$ cat src/rtl/pwm_multi_if.sv
// Control, duty-write and PWM-output bundle for pwm_multi.
interface pwm_multi_if #(
    parameter int WIDTH    = 8,
    parameter int CHANNELS = 4
);
    localparam int CSW = (CHANNELS > 1) ? $clog2(CHANNELS) : 1;

    logic                en;
    logic                center;
    logic                wr;
    logic [CSW-1:0]      ch_sel;
    logic [WIDTH-1:0]    duty_in;
    logic [CHANNELS-1:0] pwm;
    logic                period_start;

    modport master (output en, center, wr, ch_sel, duty_in, input pwm, period_start);
    modport slave  (input en, center, wr, ch_sel, duty_in, output pwm, period_start);
endinterface

$ cat src/rtl/pwm_multi.sv
// Multi-channel PWM: shared prescaler and chunk counter, edge/center alignment,
// shadowed duty registers that reload only at period boundaries.
module pwm_multi #(
    parameter int CLOCK    = 50000000,
    parameter int FREQ     = 100,
    parameter int WIDTH    = 8,
    parameter int CHANNELS = 4
) (
    input  logic       clk,
    input  logic       clr,
    pwm_multi_if.slave bus
);
    localparam int CHUNK_SIZE = CLOCK / FREQ / (2 ** WIDTH);
    localparam int PW         = (CHUNK_SIZE > 2) ? $clog2(CHUNK_SIZE) : 1;
    localparam int CSW        = (CHANNELS > 1) ? $clog2(CHANNELS) : 1;
    localparam logic [WIDTH-1:0] MAX      = {WIDTH{1'b1}};
    localparam logic [PW-1:0]    PRE_LAST = PW'(CHUNK_SIZE - 1);

    if (CHUNK_SIZE < 2) begin : g_chunk_chk
        $error("pwm_multi: CLOCK/FREQ/2**WIDTH must be at least 2");
    end

    typedef enum logic {DIR_UP = 1'b0, DIR_DN = 1'b1} dir_t;

    logic [PW-1:0]                  r_pre, w_pre_nxt;
    logic [WIDTH-1:0]               r_count, w_count_nxt;
    dir_t                           r_dir, w_dir_nxt;
    logic                           r_mode;
    logic                           r_ps;
    logic [CHANNELS-1:0][WIDTH-1:0] r_shadow, r_active;
    logic [CHANNELS-1:0]            r_pwm;
    logic [CHANNELS-1:0]            w_wr_hit;
    logic                           w_tick, w_bnd, w_load;

    assign w_tick = bus.en && (r_pre == PRE_LAST);
    assign w_bnd  = w_tick && (r_mode ? (r_count == WIDTH'(1) && r_dir == DIR_DN)
                                      : (r_count == MAX));
    // While disabled the active duties and mode follow their shadows every cycle
    assign w_load = !bus.en || w_bnd;

    always_ff @(posedge clk or posedge clr) begin
        if (clr) begin
            r_pre   <= '0;
            r_count <= '0;
            r_dir   <= DIR_UP;
            r_mode  <= 1'b0;
            r_ps    <= 1'b0;
        end else begin
            r_pre   <= w_pre_nxt;
            r_count <= w_count_nxt;
            r_dir   <= w_dir_nxt;
            r_ps    <= w_bnd;
            if (w_load) r_mode <= bus.center;
        end
    end

    always_comb begin
        w_pre_nxt   = w_tick ? '0 : r_pre + PW'(1);
        w_count_nxt = r_count;
        w_dir_nxt   = r_dir;
        if (!bus.en) begin
            w_pre_nxt   = '0;
            w_count_nxt = '0;
            w_dir_nxt   = DIR_UP;
        end else if (w_bnd) begin
            // every period, and every mode change, restarts at 0 counting up
            w_count_nxt = '0;
            w_dir_nxt   = DIR_UP;
        end else if (w_tick) begin
            if (r_mode && r_dir == DIR_DN) begin
                w_count_nxt = r_count - WIDTH'(1);
            end else if (r_mode && r_count == MAX) begin
                w_count_nxt = MAX - WIDTH'(1);
                w_dir_nxt   = DIR_DN;
            end else begin
                w_count_nxt = r_count + WIDTH'(1);
            end
        end
    end

    always_comb begin
        w_wr_hit = '0;
        for (int i = 0; i < CHANNELS; i++)
            w_wr_hit[i] = bus.wr && (bus.ch_sel == CSW'(i));
    end

    always_ff @(posedge clk or posedge clr) begin
        if (clr) begin
            r_shadow <= '0;
            r_active <= '0;
            r_pwm    <= '0;
        end else begin
            for (int i = 0; i < CHANNELS; i++) begin
                if (w_wr_hit[i]) r_shadow[i] <= bus.duty_in;
                // a write landing on the reload edge goes straight to the active copy
                if (w_load) r_active[i] <= w_wr_hit[i] ? bus.duty_in : r_shadow[i];
                r_pwm[i] <= bus.en && (r_count < r_active[i]);
            end
        end
    end

    assign bus.pwm          = r_pwm;
    assign bus.period_start = r_ps;
endmodule
$ cat src/flat_wrapper.sv
// flat-port wrapper written by rule: the top's interface ports become plain ports
module pwm_multi_flat 
#(
    parameter int CLOCK    = 50000000,
    parameter int FREQ     = 100,
    parameter int WIDTH    = 8,
    parameter int CHANNELS = 4
)
  (clk, clr, bus_en, bus_center, bus_wr, bus_ch_sel, bus_duty_in, bus_pwm, bus_period_start);
  pwm_multi_if #(.WIDTH(WIDTH), .CHANNELS(CHANNELS)) bus_i ();
  input  logic clk;
  input  logic clr;
  input wire logic [$bits(bus_i.en)-1:0] bus_en;
  input wire logic [$bits(bus_i.center)-1:0] bus_center;
  input wire logic [$bits(bus_i.wr)-1:0] bus_wr;
  input wire logic [$bits(bus_i.ch_sel)-1:0] bus_ch_sel;
  input wire logic [$bits(bus_i.duty_in)-1:0] bus_duty_in;
  output wire logic [$bits(bus_i.pwm)-1:0] bus_pwm;
  output wire logic [$bits(bus_i.period_start)-1:0] bus_period_start;
  assign bus_i.en = bus_en;
  assign bus_i.center = bus_center;
  assign bus_i.wr = bus_wr;
  assign bus_i.ch_sel = bus_ch_sel;
  assign bus_i.duty_in = bus_duty_in;
  assign bus_pwm = bus_i.pwm;
  assign bus_period_start = bus_i.period_start;
  pwm_multi #(.CLOCK(CLOCK), .FREQ(FREQ), .WIDTH(WIDTH), .CHANNELS(CHANNELS)) u_core (.clk(clk), .clr(clr), .bus(bus_i));
endmodule
$ cat config.mk
export PLATFORM = sky130hd
export DESIGN_NAME = pwm_multi_flat
export DESIGN_NICKNAME = d
export VERILOG_FILES = /design/src/rtl/pwm_multi_if.sv /design/src/rtl/pwm_multi.sv /design/src/flat_wrapper.sv
export SDC_FILE = /design/constraint.sdc
export NUM_CORES = 1
export LEC_CHECK = 0
export CAP_MARGIN = 20
export CORE_MARGIN = 2
export CORE_UTILIZATION = 35
export CTS_CLUSTER_DIAMETER = 200
export DETAILED_ROUTE_END_ITERATION = 10
export GPL_TIMING_DRIVEN = 0
export MAX_ROUTING_LAYER = met4
export SKIP_CTS_REPAIR_TIMING = 1
export SYNTH_ARGS = -nofsm -noshare
export SYNTH_HDL_FRONTEND = slang
export SYNTH_SLANG_ARGS = --single-unit
$ cat constraint.sdc
create_clock -name clk -period 6.4 [get_ports clk]
set_input_delay 0.96 -clock clk [delete_from_list [all_inputs] [get_ports clk]]
set_output_delay 0.96 -clock clk [all_outputs]
set_load 0.01 [all_outputs]
==> flow_summary.yaml, run 1 <==
clocking:
  clkSlewWorstSetupHoldPaths_ns: 0.06
  numCtsBuffers: 9
  cts_tree: "done"
  htree_levels: 3
  worstSkewPairLatency_ns: 0.34
  cts_root_buf: "clkbuf_16"
  clockBufferDepth: 2
  clock_sinks: 90
power_and_ir_drop:
  internal_power_mw: 1.06
  seqPwrFrac_pct: 47.4
  total_power_mw: 1.44
  leakagePower_nw: 2.33
  power_switching_mw: 0.376
  comb_power_share_pct: 15.6
  switching_share_pct: 26.1
  powerDensity_nw_per_um2: 275
  peakVddDrop_mv: 0.100
  p_clk_share_pct: 37.0
place:
  dp.cells: 618
  gp_congestion: 0.827
  hpwl_mm: 7.02
  place.port_buffers: 18
  dp_slack_ns: 3.38
die:
  core_um2: 12600
  initial_utilization_pct: 35.8
  io_pins: 20
  dieArea_um2: 13800
  die_h_um: 118
  rows: 41
  die_w_um: 118
layout:
  num-fill-cells: 1223
  instances_no_fill: 633
  area_growth_pct: 15.9
  nets: 505
  seqCellArea_um2: 2250
  multi_input_comb_area_um2: 2020
  layout-drive-gt1-share_pct: 15.0
  antenna_cells: 0
critical_path:
  required_ns: 6.62
  crit_fanout: 8
  crit_slowest_cell: "nor3b_2"
  cp-start-kind: "primary input"
  end_kind: "register"
  cp_cell_sequence: "clkdlybuf4s50_1 > nor3b_2 > mux2_2 > mux2_1"
  crit_type: "in -> reg"
  cp_top_family: "multiplexers"
  crit_buf_inv: 1
  crit_arrival_ns: 2.88
  max_stage_delay_ns: 0.68
sta:
  hold_violations: 0
  setup_violations: 0
  hold_slack_ns: 0.492
  period_needed_ns: 2.66
  rsz0062_at_grt: "false"
  maxSlewViolCount: 0
  relSlewSlack_pct: 47.3
  tightest_slew_ns: 0.787
  setup_tns_ns: 0
  fin_crit_sh_pct: 41.6
  fmax_mhz: 375
  setup_ws_ns: 3.74
  skew_ns: 0.00774
logic_synthesis:
  synth.avg_cell_area_um2: 10.6
  ys_warn_count: 0
  synthTopCellsByArea: "dfrtp_1 50%, ha_1 9.1%, mux2_2 8.5%"
  synthArstFlopShare_pct: 100
  synth.cell_area_um2: 4510
  synthDistinctLibCells: 46
  synth.net_count: 475
  synth_cells: 427
  synth-edff-count: 0
  ys_seq_area_share_pct: 49.9
  ys.flop_type: "dfrtp_1"
  synth-seq-cells: 90
  synth_top_area_share_pct: 49.9
  yosysTopAreaCell: "dfrtp_1"
run:
  cap_violations: 0
detailed_routing:
  drtPass1Iterations: 4
  ant_nets: 0
  vias: 3178
  routedWlPerCell_um: 15.4
  drt_wl_total_mm: 9.73
  drc_errors: 0
  drt_iter0_drc: 147
  via_per_inst: 5.02
global_route:
  grt_pass1_wl_mm: 16.5
  grt_antenna_before_repair: 0
  grt-ovfl-total: 0
  grt_pass1_vias: 3267
  grt_max_degree: 63
  track_usage_pct: 15.3
status:
  outcome: "finished, final reports clean"
worst_hold_path:
  hp-class: "reg -> reg"
## final timing paths
path | start | end | slack [ns] | depth (start not counted)
max | bus_wr | u_core.r_active[0]$_DFFE_PP0N_ | 3.74 | 4
min | u_core.r_shadow[24]$_DFF_PP0_ | u_core.r_shadow[24]$_DFF_PP0_ | 0.49 | 1
max reg2reg | u_core.r_count[3]$_DFFE_PP0P_ | u_core.r_active[0]$_DFFE_PP0N_ | 4.04 | 6
min reg2reg | u_core.r_shadow[24]$_DFF_PP0_ | u_core.r_shadow[24]$_DFF_PP0_ | 0.49 | 1
max in group asynchronous | clr | u_core.r_active[23]$_DFFE_PP0N_ | 4.82 | 3
min in group asynchronous | clr | u_core.r_pre[8]$_DFF_PP0_ | 0.96 | 2
## routing by layer
metal  part of all wire [%]  vias up  global-route usage [%]
met5                      0        -                       -
met4                    1.5        0                    4.74
met3                    2.8       11                    3.44
met2                     48       57                    24.4
met1                     48     1556                    19.6
li1                       -     1554                       -
## stage by stage
step,util (%),cell area (µm²)
3_3_place_gp,38.9,4910
5_1_grt,41.5,5230
3_5_place_dp,39.1,4940
4_1_cts,41.5,5230
2_1_floorplan,-,4510
6_report,41.5,5230
## power by group through the flow
stage,Clock (mW),Combinational [mW],Sequential [mW]
4_1_cts,0.544,0.230,0.683
3_3_place_gp,0,0.218,0.691
3_5_place_dp,0,0.229,0.693
6_report,0.533,0.225,0.682
5_1_grt,0.574,0.259,0.692
2_1_floorplan,0,0.154,0.689
## cell usage after synthesis, types with 4 or more instances
| cell type | number |
|---|---|
| a21boi_0 | 8 |
| a21oi_1 | 13 |
| and3_1 | 5 |
| buf_2 | 6 |
| dfrtp_1 | 90 |
| ha_1 | 33 |
| inv_1 | 43 |
| mux2_2 | 34 |
| nand2_1 | 47 |
| nand3_1 | 16 |
| nand4_1 | 4 |
| nor2_1 | 22 |
| nor3_1 | 5 |
| o21ai_0 | 43 |
| o31ai_1 | 4 |
| xnor2_1 | 5 |
| xor2_1 | 4 |
## logic make-up (layout without fill, tap and decap cells)
logic type	count (synthesis)	count (layout)	share of synthesized area, %
multiplexers	37	37	9.23
buffers and inverters	56	90	5.38
AO/OA/AOI/OAI	93	93	12.9
adder cells (fa/ha/maj)	33	33	9.15
XOR/XNOR	9	9	1.75
AND/OR/NAND/NOR	109	109	11.7
flip-flops	90	90	49.9
## worst reg2reg max path: stages, from the launching register on
cell and delay [ns]:
dfrtp_1 0.49, buf_2 0.23, nor4_4 0.40, nand4_2 0.24, a31oi_4 0.35, buf_6 0.21, mux2_1 0.33
## sequential cells by signal, summed over array words and instances (netlist names)
name and flops:
u_core.bus.period_start 1, u_core.bus.pwm 4, u_core.r_active 32, u_core.r_count 8
u_core.r_dir 1, u_core.r_mode 1, u_core.r_pre 11, u_core.r_shadow 32
## cell type report
type	instances	share of cell area [%]
Clock inverter	5	1.20
Tap cell	172	4.11
Buffer	13	1.55
Multi-Input combinational cell	281	38.6
Clock buffer	10	4.38
Inverter	43	3.13
Sequential cell	90	43.1
Timing Repair Buffer	19	3.97
## cell usage in the layout (no fill, tap or decap), drive strengths merged, types with 2 or more instances in the layout
| cell type | n |
|---|---|
| a211oi | 3 |
| a21boi | 8 |
| a21o | 3 |
| a21oi | 13 |
| a31oi | 5 |
| and2 | 2 |
| and3 | 5 |
| buf | 11 |
| clkbuf | 13 |
| clkdlybuf4s50 | 18 |
| clkinvlp | 2 |
| dfrtp | 90 |
| ha | 33 |
| inv | 45 |
| mux2 | 37 |
| nand2 | 47 |
| nand3 | 16 |
| nand3b | 2 |
| nand4 | 5 |
| nor2 | 22 |
| nor3 | 5 |
| o21ai | 44 |
| o22ai | 3 |
| o311ai | 2 |
| o31ai | 4 |
| xnor2 | 5 |
| xor2 | 4 |
Power figures use the tool's default switching activity.
==> inputs of run 2 (changes only) <==
==> constraint.sdc (replaced) <==
create_clock -name clk -period 2.2 [get_ports clk]
set_input_delay 0.33 -clock clk [delete_from_list [all_inputs] [get_ports clk]]
set_output_delay 0.33 -clock clk [all_outputs]
set_load 0.01 [all_outputs]
==> flow_summary.yaml, run 2 (same netlist as run 1, synthesis figures left out) <==
die:
  die_w_um: 118
  initial_utilization_pct: 35.8
  dieArea_um2: 13800
  die_h_um: 118
  io_pins: 20
  rows: 41
  core_um2: 12600
critical_path:
  cp_top_family: "buffers and inverters"
  crit_fanout: 8
  required_ns: 2.43
  cp-start-kind: "register"
  r2r_cells: 7
  crit_buf_inv: 3
  crit_arrival_ns: 2.33
  cp_cell_sequence: "buf_6 > nor4_4 > buf_4 > nand4_4 > a31oi_4 > buf_4 > mux2_2"
  crit_type: "reg -> reg"
  worst_path_most_repeated_cell: "buf_4"
  crit_slowest_cell: "dfrtp_1"
  max_stage_delay_ns: 0.46
  cp.depth: 7
  end_kind: "register"
power_and_ir_drop:
  switching_share_pct: 26.5
  total_power_mw: 4.07
  power_switching_mw: 1.08
  peakVddDrop_mv: 0.365
  p_clk_share_pct: 34.6
  internal_power_mw: 2.99
  comb_power_share_pct: 16.6
  leakagePower_nw: 2.36
  powerDensity_nw_per_um2: 768
  seqPwrFrac_pct: 48.8
clocking:
  clock_sinks: 90
  htree_levels: 3
  worstSkewPairLatency_ns: 0.34
  clockBufferDepth: 2
  numCtsBuffers: 9
  cts_root_buf: "clkbuf_16"
  clkSlewWorstSetupHoldPaths_ns: 0.06
  cts_tree: "done"
global_route:
  grt_antenna_before_repair: 0
  grt-ovfl-total: 0
  track_usage_pct: 15.6
  grt_max_degree: 44
  grt_pass1_wl_mm: 16.8
  grt_pass1_vias: 3376
layout:
  final_cell_mix: "88 x dfrtp_1, 47 x nand2_1, 43 x o21ai_0"
  layout-drive-gt1-share_pct: 17.1
  antenna_cells: 0
  layout_commonest_cell: "dfrtp_1"
  nets: 513
  instances_no_fill: 641
  area_growth_pct: 17.4
  reg_top3: "u_core.r_active: 32 flops, u_core.r_shadow: 32 flops, u_core.r_pre: 11 flops"
  num-fill-cells: 1252
status:
  outcome: "finished, final reports clean"
detailed_routing:
  drtPass1Iterations: 4
  via_per_inst: 5.06
  vias: 3244
  drc_errors: 0
  ant_nets: 0
  drt_iter0_drc: 163
  drt_wl_total_mm: 9.78
  routedWlPerCell_um: 15.3
sta:
  setup_ws_ns: 0.100
  skew_ns: 0.0104
  rsz0062_at_grt: "false"
  maxSlewViolCount: 0
  period_needed_ns: 2.10
  setup_violations: 0
  fmax_mhz: 476
  fin_crit_sh_pct: 95.4
  hold_violations: 0
  tightest_slew_ns: 0.878
  relSlewSlack_pct: 41.2
place:
  dp.cells: 619
  place.port_buffers: 18
  gp_congestion: 0.811
  dp_slack_ns: -0.211
  hpwl_mm: 7.07
run:
  cap_violations: 0
worst_hold_path:
  hp-class: "in -> async"
[run 2: area by class of cell]
class                      instances  area [µm²]  area share [%]
clock buffer                      10         229            4.32
tap                              172         215            4.06
timing repair buffer              27         273            5.15
clock inverter                     5        41.3           0.779
inverter                          43         165            3.12
multi-input combinational        281        2040            38.4
sequential                        90        2250            42.5
buffer                            13        85.1            1.61
[run 2: through the flow]
| stage | util, % | cell area (µm²) | hold WS, ns | TNS, ns |
|---|---|---|---|---|
| 2_1_floorplan | - | 4520 | 0.452 | 0 |
| 3_3_place_gp | 38.9 | 4910 | 0.475 | -13.70 |
| 3_5_place_dp | 39.3 | 4950 | 0.482 | -0.820 |
| 4_1_cts | 41.4 | 5220 | 0.366 | -0.246 |
| 5_1_grt | 42.0 | 5300 | 0.389 | 0 |
| 6_report | 42.0 | 5300 | 0.348 | 0 |
[run 2: final timing paths]
path	startpoint	to	slack [ns]
worst max-delay path	u_core.r_count[2]$_DFFE_PP0P_	u_core.r_active[24]$_DFFE_PP0N_	0.10
worst min-delay path	clr	u_core.bus.period_start$_DFF_PP0_	0.35
worst max register to register	u_core.r_count[2]$_DFFE_PP0P_	u_core.r_active[24]$_DFFE_PP0N_	0.10
worst min register to register	u_core.r_shadow[18]$_DFF_PP0_	u_core.r_shadow[18]$_DFF_PP0_	0.49
max in group asynchronous	clr	u_core.r_count[3]$_DFFE_PP0P_	1.06
min in group clk	bus_en	u_core.bus.pwm[1]$_DFF_PP0_	0.44
[run 2: routing by layer]
| layer | GRT usage (%) | vias up | wire length, µm |
|---|---|---|---|
| met4 | 5.27 | 0 | 193 |
| met3 | 2.96 | 15 | 313 |
| li1 | - | 1564 | - |
| met2 | 26.0 | 63 | 4790 |
| met5 | - | - | 0 |
| met1 | 19.1 | 1602 | 4480 |
[run 2: worst reg2reg max path, delay by kind of cell, from the launching register on]
family          cells  cell delay (ns)
simple gates        2             0.38
flops               1             0.46
mux                 1             0.32
buf+inv             3             0.52
compound gates      1             0.31
[run 2: power groups by stage]
stage	combinational (mW)	sequential, mW	clock [mW]
detailed placement	0.672	2.02	0
CTS	0.677	1.99	1.44
finish	0.675	1.99	1.41
floorplan	0.450	2.00	0
global route	0.772	2.02	1.50
global placement	0.641	2.01	0
==> inputs of run 3 (changes only) <==
==> constraint.sdc (replaced) <==
create_clock -name clk -period 1.9 [get_ports clk]
set_input_delay 0.285 -clock clk [delete_from_list [all_inputs] [get_ports clk]]
set_output_delay 0.285 -clock clk [all_outputs]
set_load 0.05 [all_outputs]
==> flow_summary.yaml, run 3 (same netlist as run 1, synthesis figures left out) <==
critical_path:
  cp-start-kind: "register"
  r2r_cells: 6
  critPathCapture: "u_core.r_mode$_DFFE_PP0N_"
  crit_buf_inv: 2
  r2r_setup_slack_ns: -0.04
  cp.depth: 6
  crit_slowest_cell: "dfrtp_2"
  setup.worst_path.start: "u_core.r_count[2]$_DFFE_PP0P_"
  worst_path_most_repeated_cell: "buf_4"
  r2r-start: "u_core.r_count[2]$_DFFE_PP0P_"
  required_ns: 2.13
  end_kind: "register"
  crit_arrival_ns: 2.17
  crit_type: "reg -> reg"
  timing.rr.end: "u_core.r_mode$_DFFE_PP0N_"
  max_stage_delay_ns: 0.47
  crit_fanout: 7
  cp_top_family: "flip-flops"
  cp_cell_sequence: "nor4_4 > buf_4 > nand4_4 > a31oi_4 > buf_4 > mux2_2"
die:
  initial_utilization_pct: 35.8
  core_um2: 12600
  io_pins: 20
  rows: 41
  dieArea_um2: 13800
  die_h_um: 118
  die_w_um: 118
layout:
  final_core_util_pct: 43.2
  antenna_cells: 0
  layout_commonest_cell: "dfrtp_1"
  nets: 523
  num-fill-cells: 1232
  layout-drive-gt1-share_pct: 21.0
  final_cell_mix: "82 x dfrtp_1, 46 x nand2_1, 43 x o21ai_0"
  area_growth_pct: 20.9
  reg_top3: "u_core.r_active: 32 flops, u_core.r_shadow: 32 flops, u_core.r_pre: 11 flops"
  instances_no_fill: 652
sta:
  skew_ns: 0.00746
  fin_crit_sh_pct: 102
  hold_violations: 0
  tightest_slew_ns: 0.740
  maxSlewViolCount: 0
  rsz0062_at_grt: "true"
  setup_violations: 5
  setup_ws_ns: -0.0444
  relSlewSlack_pct: 50.6
  period_needed_ns: 1.94
  fmax_mhz: 514
power_and_ir_drop:
  total_power_mw: 4.98
  powerDensity_nw_per_um2: 913
  peakVddDrop_mv: 0.398
  leakagePower_nw: 2.45
clocking:
  numCtsBuffers: 9
  htree_levels: 3
  clock_sinks: 90
  cts_root_buf: "clkbuf_16"
  cts_tree: "done"
  worstSkewPairLatency_ns: 0.35
  clkSlewWorstSetupHoldPaths_ns: 0.07
  clockBufferDepth: 2
detailed_routing:
  drtPass1Iterations: 4
  vias: 3320
  routedWlPerCell_um: 15.3
  ant_nets: 0
  via_per_inst: 5.09
  drc_errors: 0
  drt_wl_total_mm: 9.98
  drt_iter0_drc: 161
worst_hold_path:
  hp-class: "in -> reg"
  min-delay-start: "bus_en"
status:
  outcome: "complete, but fails checks"
  violations: "setup timing"
global_route:
  use_met1_pct: 18.0
  grt_antenna_before_repair: 0
  grt_pass1_wl_mm: 16.3
  grt_pass1_vias: 3348
  grt-ovfl-total: 0
  met2_usage_pct: 25.1
  grt_max_degree: 33
  track_usage_pct: 15.4
  grt_use_met3_pct: 4.70
  busiest_layer: "met2"
run:
  cap_violations: 0
place:
  dp.cells: 619
  hpwl_mm: 7.07
  place.port_buffers: 18
  gp_congestion: 0.816
## run 3: cell types whose count changed in the layout (fill, tap and decap cells not counted), moves of 2 or more
cell	change
dfrtp_1	-6
inv_6	+2
buf_4	+10
dfrtp_2	+6
## run 3: worst register-to-register path, cell delays in order, from the launching register on
cell	delay (ns)
dfrtp_2	0.47
nor4_4	0.28
buf_4	0.18
nand4_4	0.10
a31oi_4	0.32
buf_4	0.17
mux2_2	0.32
## run 3: per-stage QoR
stage / hold slack (ns) / TNS [ns] / worst slack [ns] / instance area [µm²]
after floorplan: 0.437 / -0.0991 / -0.0330 / 4520
final: 0.400 / -0.165 / -0.0444 / 5460
after detailed placement: 0.482 / -10.26 / -0.440 / 4960
after global routing: 0.414 / -2.30 / -0.108 / 5460
after global placement: 0.476 / -45.00 / -0.413 / 4920
after CTS: 0.397 / -9.04 / -0.355 / 5260
## run 3: worst min-delay path by stage
stage	to	slack [ns]	cells after the start
final	u_core.bus.pwm[1]$_DFF_PP0_	0.40	3
after global routing	u_core.bus.pwm[0]$_DFF_PP0_	0.41	3
after CTS	u_core.bus.pwm[1]$_DFF_PP0_	0.40	3
after detailed placement	u_core.r_shadow[31]$_DFF_PP0_	0.48	1
after global placement	u_core.r_shadow[24]$_DFF_PP0_	0.48	1
after floorplan	u_core.r_mode$_DFFE_PP0N_	0.44	1
## run 3: final cells by class
class | count | area, µm² | share of cell area (%)
well taps | 172 | 215 | 3.94
multi-input cells | 281 | 2070 | 37.9
plain buffers | 11 | 78.8 | 1.44
clock inverters | 5 | 61.3 | 1.12
flip-flops and latches | 90 | 2260 | 41.5
inverters | 43 | 165 | 3.03
repair buffers | 39 | 364 | 6.67
clock buffers | 11 | 243 | 4.45
## run 3: power breakdown
part	internal [mW]	switching, mW	leakage (nW)
sequential	2.21	0.0884	1.11
clock	1.07	0.762	0.151
combinational	0.376	0.477	1.19
## run 3: routing by layer
| metal | up-vias | routed length, µm |
|---|---|---|
| met5 | - | 0 |
| met4 | 0 | 261 |
| met3 | 25 | 446 |
| met2 | 81 | 4780 |
| met1 | 1630 | 4490 |
| li1 | 1584 | - |
